$ cat src/rtl/fetch_pkg.sv
// fetch_pkg: shared defaults, NOP encoding and queue entry layout for the fetch front end
package fetch_pkg;
  localparam int PC_W_DEF = 32;
  localparam int ADDR_W_DEF = 12;
  localparam int DATA_W_DEF = 32;
  localparam int DEPTH_DEF = 4;
  localparam logic [DATA_W_DEF-1:0] NOP = '0;
  typedef struct packed {
    logic [PC_W_DEF-1:0] pc_plus1;
    logic [DATA_W_DEF-1:0] instr;
  } fetch_entry_t;
endpackage

$ cat src/rtl/fetch_fifo.sv
// fetch_fifo: synchronous FIFO with clear having priority over push and pop
module fetch_fifo #(
  parameter int DEPTH = 4,
  parameter int W = 64
) (
  input  logic                     clock,
  input  logic                     reset,
  input  logic                     push,
  input  logic                     pop,
  input  logic                     clear,
  input  logic [W-1:0]             din,
  output logic [$clog2(DEPTH):0]   count,
  output logic [W-1:0]             head
);
  localparam int AW = $clog2(DEPTH);
  logic [W-1:0] mem [DEPTH];
  logic [AW-1:0] rd_ptr, wr_ptr;
  // pointers wrap naturally because DEPTH is a power of two
  always_ff @(posedge clock) begin
    if (reset || clear) begin
      rd_ptr <= '0;
      wr_ptr <= '0;
      count <= '0;
    end else begin
      if (push) wr_ptr <= wr_ptr + AW'(1);
      if (pop) rd_ptr <= rd_ptr + AW'(1);
      count <= count + (AW+1)'(push) - (AW+1)'(pop);
    end
  end
  // storage needs no reset; occupancy is tracked by the pointers
  always_ff @(posedge clock) begin
    if (push) mem[wr_ptr] <= din;
  end
  assign head = mem[rd_ptr];
endmodule

$ cat src/rtl/fetch_queue_unit.sv
// fetch_queue_unit: PC owner, imem issue and decode-facing instruction queue with redirect flush
module fetch_queue_unit
  import fetch_pkg::*;
#(
  parameter int PC_W = PC_W_DEF,
  parameter int ADDR_W = ADDR_W_DEF,
  parameter int DATA_W = DATA_W_DEF,
  parameter int DEPTH = DEPTH_DEF
) (
  input  logic                       clock,
  input  logic                       reset,
  output logic [ADDR_W-1:0]          imem_addr,
  output logic                       imem_en,
  input  logic [DATA_W-1:0]          imem_q,
  output logic                       dec_valid,
  input  logic                       dec_ready,
  output logic [DATA_W-1:0]          dec_instr,
  output logic [PC_W-1:0]            dec_pc_plus1,
  input  logic                       redirect_valid,
  input  logic [PC_W-1:0]            redirect_target,
  output logic [$clog2(DEPTH):0]     q_count,
  output logic                       q_full
);
  localparam int CW = $clog2(DEPTH) + 1;
  localparam logic [CW-1:0] FULL = CW'(DEPTH);
  logic [PC_W-1:0] pc, inflight_pc;
  logic inflight, issue, pop, push;
  logic [PC_W+DATA_W-1:0] head;
  assign issue = ~reset & ~redirect_valid & ((q_count + CW'(inflight)) < FULL);
  assign push = inflight & ~redirect_valid & ~reset;
  assign imem_en = issue;
  assign imem_addr = pc[ADDR_W-1:0];
  assign dec_valid = (q_count != '0) & ~redirect_valid & ~reset;
  assign pop = dec_valid & dec_ready;
  assign dec_instr = dec_valid ? head[DATA_W-1:0] : DATA_W'(NOP);
  assign dec_pc_plus1 = dec_valid ? head[PC_W+DATA_W-1:DATA_W] : '0;
  assign q_full = q_count == FULL;
  // pc and the single outstanding read; redirect and reset drop any in-flight response
  always_ff @(posedge clock) begin
    if (reset) begin
      pc <= '0;
      inflight <= 1'b0;
      inflight_pc <= '0;
    end else if (redirect_valid) begin
      pc <= redirect_target;
      inflight <= 1'b0;
    end else begin
      inflight <= issue;
      if (issue) begin
        pc <= pc + PC_W'(1);
        inflight_pc <= pc;
      end
    end
  end
  fetch_fifo #(.DEPTH(DEPTH), .W(PC_W + DATA_W)) u_fifo (
    .clock(clock),
    .reset(reset),
    .push(push),
    .pop(pop),
    .clear(redirect_valid),
    .din({inflight_pc + PC_W'(1), imem_q}),
    .count(q_count),
    .head(head)
  );
endmodule
$ cat config.mk
export PLATFORM = sky130hd
export DESIGN_NAME = fetch_queue_unit
export DESIGN_NICKNAME = d
export VERILOG_FILES = /design/src/rtl/fetch_pkg.sv /design/src/rtl/fetch_fifo.sv /design/src/rtl/fetch_queue_unit.sv
export SDC_FILE = /design/constraint.sdc
export NUM_CORES = 1
export LEC_CHECK = 0
export BUFFER_PORTS_ARGS = -buffer_cell sky130_fd_sc_hd__buf_2
export CAP_MARGIN = 20
export CORE_UTILIZATION = 50
export DETAILED_ROUTE_END_ITERATION = 6
export GPL_ROUTABILITY_DRIVEN = 1
export PLACE_DENSITY_LB_ADDON = 0.2
export REMOVE_ABC_BUFFERS = 1
export SLEW_MARGIN = 30
export SYNTH_ARGS = -nofsm -noshare
export SYNTH_HDL_FRONTEND = slang
export SYNTH_SLANG_ARGS = --single-unit
export TNS_END_PERCENT = 50
$ cat constraint.sdc
create_clock -name clock -period 4.64 [get_ports clock]
set_clock_uncertainty 0.1 [all_clocks]
set_input_delay 0.696 -clock clock [delete_from_list [all_inputs] [get_ports clock]]
set_output_delay 0.696 -clock clock [all_outputs]
set_load 0.03 [all_outputs]
==> impl_metrics.env, run 1 <==
export IMPL_status="finished clean"
export IMPL_drv_cap=0
export IMPL_drt_iter0_drc=584
export IMPL_rows=60
export IMPL_grt_overflow=0
export IMPL_grt_max_degree=69
export IMPL_fin_crit_ns=3.45
export IMPL_htree_levels=2
export IMPL_final_layout_size_suffix_gt1_frac=0.268
export IMPL_crit_chain="buf_4 -> mux4_2 -> and2_1 -> buf_2"
export IMPL_yosys_area_share_simple=0.120
export IMPL_hold_viol=0
export IMPL_critPathCaptureType="output port"
export IMPL_start_kind="register"
export IMPL_cp_data_arrival_time_ns=2.66
export IMPL_worst_slew_pin_slew_ns=0.952
export IMPL_cts_buffers=36
export IMPL_final_net_count=1170
export IMPL_yosys_area_top_type_share=0.557
export IMPL_firstDrtPassIters=5
export IMPL_setup_viol=0
export IMPL_rsz0062_at_grt="false"
export IMPL_yosysSeqAreaShare=0.664
export IMPL_holdWs_ns=0.297
export IMPL_routed_wirelength_um=26700
export IMPL_synthTopCellsByArea="edfxtp_1 56%, dfxtp_1 11%, mux4_2 10%"
export IMPL_cp_required_ns=3.84
export IMPL_dieArea_mm2=0.0283
export IMPL_vias=8157
export IMPL_viasPerCell=5.60
export IMPL_yosysMostFrequentCell="edfxtp_1"
export IMPL_yosys_top_cells_count="256 x edfxtp_1, 110 x nand2_1, 74 x dfxtp_1, 71 x and2_1, 64 x mux4_2"
export IMPL_power_density_mw_per_mm2=379
export IMPL_postCtsResizedCells=0
export IMPL_syn_inst=950
export IMPL_postCtsSetupBuffers=0
export IMPL_ys_warn_count=0
export IMPL_fmax_mhz=290
export IMPL_cpPeakStageDelay_ns=0.81
export IMPL_synth_seq_cells=330
export IMPL_drv_slew=0
export IMPL_hold_path_class="input port to register"
export IMPL_synth_adder_area_share=0.00870
export IMPL_cp_slowest_cell="dfxtp_4"
export IMPL_grt_pass1_wl_um=43100
export IMPL_clockRootBuffer="clkbuf_16"
export IMPL_grt_pass1_vias=8128
export IMPL_vdd_drop_max_v=0.000216
export IMPL_io_buffers=149
export IMPL_place_congestion=0.814
export IMPL_muxShareOfSynthArea=0.108
export IMPL_routedWlPerCell_um=18.3
export IMPL_cts_hold_buf=0
export IMPL_synth_ff_type="edfxtp_1"
export IMPL_grtUsageTotal=0.195
export IMPL_synthesis_area_mm2=0.0138
export IMPL_yosysTopAreaCell="edfxtp_1"
export IMPL_crit_type="register to output port"
export IMPL_synth_compound_area_frac=0.0414
export IMPL_synth_xor_area_share=0.0305
export IMPL_relSlewSlack=0.363
export IMPL_leakage_uw=0.00567
export IMPL_diodes=0
export IMPL_clk_latency_ns=0.51
export IMPL_synth_top_family_by_area="simple AND/OR/NAND/NOR gates"
export IMPL_fin_crit_sh=0.744
export IMPL_die_w_um=168
export IMPL_cts_tree="yes"
export IMPL_dpl_hpwl_um=16800
export IMPL_area_growth_syn_to_layout_pct=15.5
export IMPL_drt_drc_violations_left=0
export IMPL_initial_core_util=0.511
export IMPL_clk_path_buf_depth=3
export IMPL_ys_types=53
export IMPL_setup_tns_ns=0
export IMPL_critPathMaxFanout=36
export IMPL_core_area_mm2=0.0270
export IMPL_cts_sinks=330
export IMPL_io_pins=150
export IMPL_avgSynthCellArea_um2=14.5
export IMPL_synth_edf_count=256
export IMPL_die_h_um=168
export IMPL_antenna_found_initial=0
export IMPL_synth_async_reset_ratio=0
export IMPL_final_antenna_net_count=0
export IMPL_clkTransAtPathRegs_ns=0.06
==> where the power goes <==
group	internal (uW)	switching, uW
registers	3210	43.8
clock network	1510	1080
logic	72.4	121
total	4790	1250
==> final timing paths <==
kind | startpoint | endpoint | slack, ns | cells past startpoint
setup / recovery | register | dec_instr[23] | 1.19 | 4
hold / removal | imem_q[17] | u_fifo.mem[2][17] | 0.30 | 1
setup reg to reg | u_fifo.count[2] | u_fifo.count[2] | 1.85 | 12
hold reg to reg | inflight_pc[31] | inflight_pc[31] | 0.37 | 2
==> worst max-delay path: cells and delay by family, from the launching register on <==
kind                   cells  cell delay (ns)
and+or+nand+nor            1             0.16
buffers and inverters      2             0.59
DFF                        1             0.81
muxes                      1             0.55
==> routing by layer <==
layer / part of all wire / vias up / wire length, um / track usage
met5: 0 / - / 0 / 0
met4: 0.019 / 0 / 516 / 0.0625
met3: 0.052 / 36 / 1380 / 0.0299
met2: 0.46 / 222 / 12300 / 0.307
met1: 0.47 / 4036 / 12500 / 0.280
li1: - / 3863 / - / -
==> sequential cells by signal, indices dropped and copies added, names as in the netlist, named ones only <==
name,flops
u_fifo.mem,256
inflight_pc,32
pc,32
u_fifo.count,3
u_fifo.rd_ptr,2
u_fifo.wr_ptr,2
inflight,1
==> layout by cell type, fill, tap and decap left out, drive strengths merged, types with 3 or more instances in the layout <==
cell type,count
dfxtp,74
buf,166
o31a,4
or4,4
a21oi,47
clkinvlp,3
nor3,15
clkinv,14
or2,5
o211ai,5
ha,8
edfxtp,256
nor4,4
xnor2,21
nor2,36
nand2,111
and2,72
o22ai,5
a211oi,4
o21ai,7
mux4,64
nand4,26
nand3,26
clkbuf,42
a31oi,12
inv,16
xor2,25
nor3b,3
a2bb2oi,3
and4,7
and3,9
or3,6
==> area by class of cell <==
class | count | area [um2]
Clock buffer | 42 | 945
Clock inverter | 18 | 125
Fill cell | 2150 | 11100
Inverter | 16 | 61.3
Multi-Input combinational cell | 543 | 4300
Sequential cell | 330 | 9180
Tap cell | 341 | 427
Timing Repair Buffer | 166 | 906
==> metrics by stage <==
stage          instances  setup WS, ns   util  cell area [um2]  power, uW
2_1_floorplan        889         0.208      -            13500       3400
3_3_place_gp        1394          1.21  0.548            14800       3500
3_5_place_dp        1395          1.17  0.549            14800       3510
4_1_cts             1455          1.08  0.589            15900       6100
5_1_grt             1456         0.995  0.590            15900       6230
6_report            1456          1.19  0.590            15900       6040
==> cell families (layout without fill, tap and decap cells) <==
logic type	Yosys count	in the layout
simple gates	325	325
xor+xnor	46	46
compound gates	95	95
mux	68	68
flops	330	330
fa+ha+maj	9	9
buf+inv	77	242
(Power assumes the default switching activity.)
==> run 2, diff against run 1 <==
--- a/config.mk
+++ b/config.mk
@@ -5,6 +5,7 @@
 export SDC_FILE = /design/constraint.sdc
 export NUM_CORES = 1
 export LEC_CHECK = 0
+export ABC_AREA = 1
 export BUFFER_PORTS_ARGS = -buffer_cell sky130_fd_sc_hd__buf_2
 export CAP_MARGIN = 20
 export CORE_UTILIZATION = 50
==> constraint.sdc (replaced) <==
create_clock -name clock -period 3 [get_ports clock]
set_clock_uncertainty 0.1 [all_clocks]
set_input_delay 0.45 -clock clock [delete_from_list [all_inputs] [get_ports clock]]
set_output_delay 0.45 -clock clock [all_outputs]
set_load 0.03 [all_outputs]
==> run 2 against run 1 <==
Effect of this change: register-to-register slack got worse by 1.1 ns; non-clock buffer count grew 10; sequential share of layout area down 3.7 points; synthesized area increased by 6.1%; combinational power increased by 110%; synthesized cell count increased by 58%; first-iteration DRC count is 45% higher.
==> impl_metrics.env, run 2 <==
export IMPL_status="finished clean"
export IMPL_reg_top3="u_fifo.mem: 256 flops, inflight_pc: 32 flops, pc: 32 flops"
export IMPL_cts_hold_buf=0
export IMPL_regMostFlops="u_fifo.mem"
export IMPL_grt_pass1_vias=10400
export IMPL_htree_levels=2
export IMPL_r2r_end="u_fifo.count[2]"
export IMPL_drv_cap=0
export IMPL_critPathMaxFanout=50
export IMPL_layout_setup_ws_ns=0.272
export IMPL_fin_crit_ns=2.73
export IMPL_yosysTopAreaCell="edfxtp_1"
export IMPL_critPathCaptureType="output port"
export IMPL_firstDrtPassIters=5
export IMPL_ys_warn_count=0
export IMPL_final_net_count=1708
export IMPL_drt_iter0_drc=847
export IMPL_dieArea_mm2=0.0300
export IMPL_synthesis_area_mm2=0.0146
export IMPL_grt_pass1_wl_um=53900
export IMPL_avgSynthCellArea_um2=9.76
export IMPL_synth_edf_count=256
export IMPL_setup_viol=0
export IMPL_rsz0062_at_grt="false"
export IMPL_clk_latency_ns=0.50
export IMPL_core_area_mm2=0.0288
export IMPL_syn_inst=1501
export IMPL_power_density_mw_per_mm2=572
export IMPL_area_growth_syn_to_layout_pct=16.4
export IMPL_synth_seq_cells=330
export IMPL_holdPathStages=1
export IMPL_io_pins=150
export IMPL_regArea_mm2=0.00917
export IMPL_leakage_uw=0.00643
export IMPL_yosys_top_cells_count="325 x nor2_1, 256 x edfxtp_1, 190 x nand2_1, 170 x o21ai_0, 118 x a21oi_1"
export IMPL_holdWs_ns=0.0475
export IMPL_hp_start="imem_q[30]"
export IMPL_grtUsageTotal=0.225
export IMPL_ys_types=39
export IMPL_fmax_mhz=367
export IMPL_dpl_hpwl_um=21200
export IMPL_synthTopCellsByArea="edfxtp_1 52%, dfxtp_1 10%, nor2_1 8.3%"
export IMPL_largest_reg_flops=256
export IMPL_mostFrequentLayoutCell="nor2_1"
export IMPL_initial_core_util=0.509
export IMPL_synth_ff_type="edfxtp_1"
export IMPL_clockRootBuffer="clkbuf_16"
export IMPL_postCtsResizedCells=0
export IMPL_rows=62
export IMPL_die_w_um=173
export IMPL_hold_end="u_fifo.mem[0][30]"
export IMPL_fin_crit_sh=0.909
export IMPL_nFillCells=2470
export IMPL_relSlewSlack=0.489
export IMPL_vdd_drop_max_v=0.000346
export IMPL_cts_sinks=330
export IMPL_viasPerCell=5.26
export IMPL_clkTransAtPathRegs_ns=0.06
export IMPL_finalPower_uw=9760
export IMPL_drv_slew=0
export IMPL_r2r_slack_ns=0.76
export IMPL_dp_cells=1978
export IMPL_drt_drc_violations_left=0
export IMPL_final_antenna_net_count=0
export IMPL_cts_tree="yes"
export IMPL_grt_overflow=0
export IMPL_io_buffers=149
export IMPL_clk_path_buf_depth=3
export IMPL_rr_startpoint="u_fifo.count[1]"
export IMPL_instances_no_fill=2043
export IMPL_hold_path_class="input port to register"
export IMPL_final_layout_size_suffix_gt1_frac=0.161
export IMPL_yosysSeqAreaShare=0.626
export IMPL_cp_required_ns=2.45
export IMPL_routedWlPerCell_um=16.3
export IMPL_crit_type="register to output port"
export IMPL_r2r_cells=11
export IMPL_cts_buffers=35
export IMPL_final_cell_mix="321 x nor2_1, 256 x edfxtp_1, 189 x nand2_1, 170 x o21ai_0, 149 x buf_2"
export IMPL_pre_cts_ws_ns=0.524
export IMPL_die_h_um=173
export IMPL_routed_wirelength_um=33400
export IMPL_cp_data_arrival_time_ns=2.18
export IMPL_yosysMostFrequentCell="nor2_1"
export IMPL_postCtsSetupBuffers=0
export IMPL_synth_async_reset_ratio=0
export IMPL_multi_input_area_mm2=0.00468
export IMPL_start_kind="register"
export IMPL_grt_max_degree=87
export IMPL_hold_viol=0
export IMPL_place_congestion=0.873
export IMPL_antenna_found_initial=0
export IMPL_vias=10700
export IMPL_worst_slew_pin_slew_ns=0.765
export IMPL_yosys_area_top_type_share=0.525
-- run 2: cell type report --
| class | count | share of cell area |
|---|---|---|
| Tap cell | 384 | 0.0282 |
| Antenna cell | 1 | 0.000147 |
| Inverter | 109 | 0.0240 |
| Clock inverter | 20 | 0.0123 |
| Sequential cell | 330 | 0.538 |
| Timing Repair Buffer | 176 | 0.0674 |
| Clock buffer | 44 | 0.0552 |
| Multi-Input combinational cell | 979 | 0.275 |
-- run 2: worst max-delay path by stage --
stage,start,to,slack [ns]
after floorplan,register,dec_pc_plus1[30],-1.84
after global placement,redirect_valid,u_fifo.count[2],0.58
after detailed placement,redirect_valid,u_fifo.count[2],0.52
after CTS,register,dec_pc_plus1[10],0.23
after global routing,register,dec_pc_plus1[11],0.12
final,register,dec_pc_plus1[21],0.27
-- run 2: cell families after synthesis --
| logic type | share of synthesized area |
|---|---|
| AO/OA/AOI/OAI | 0.107 |
| AND/OR/NAND/NOR | 0.178 |
| adder cells (fa/ha/maj) | 0.00820 |
| buffers and inverters | 0.0567 |
| XOR/XNOR | 0.0239 |
| flip-flops | 0.626 |
-- run 2: routing by layer --
layer | global-route usage | wire, um | up-vias
met1 | 0.303 | 15100 | 5053
met4 | 0.0660 | 637 | 0
met5 | 0 | 0 | -
met3 | 0.0292 | 1650 | 51
li1 | - | - | 5312
met2 | 0.381 | 16000 | 321
-- run 2: critical path: stages (launching register included) --
cell and delay [ns]:
dfxtp_4 0.38, inv_2 0.40, buf_12 0.28, o21ai_0 0.12, a21oi_1 0.24, buf_2 0.24
-- run 2: power by group --
part,switching [uW],internal (uW),total (uW)
Clock,1710,2580,4290
Combinational,268,129,397
Sequential,72.0,5000,5070
-- run 2: metrics by stage --
stage                     utilization  setup TNS (ns)  cell area (um2)
after floorplan                     -         -372.67            14200
after global placement          0.552               0            15900
after detailed placement        0.552               0            15900
after CTS                       0.592               0            17000
after global routing            0.592               0            17000
final                           0.592               0            17000
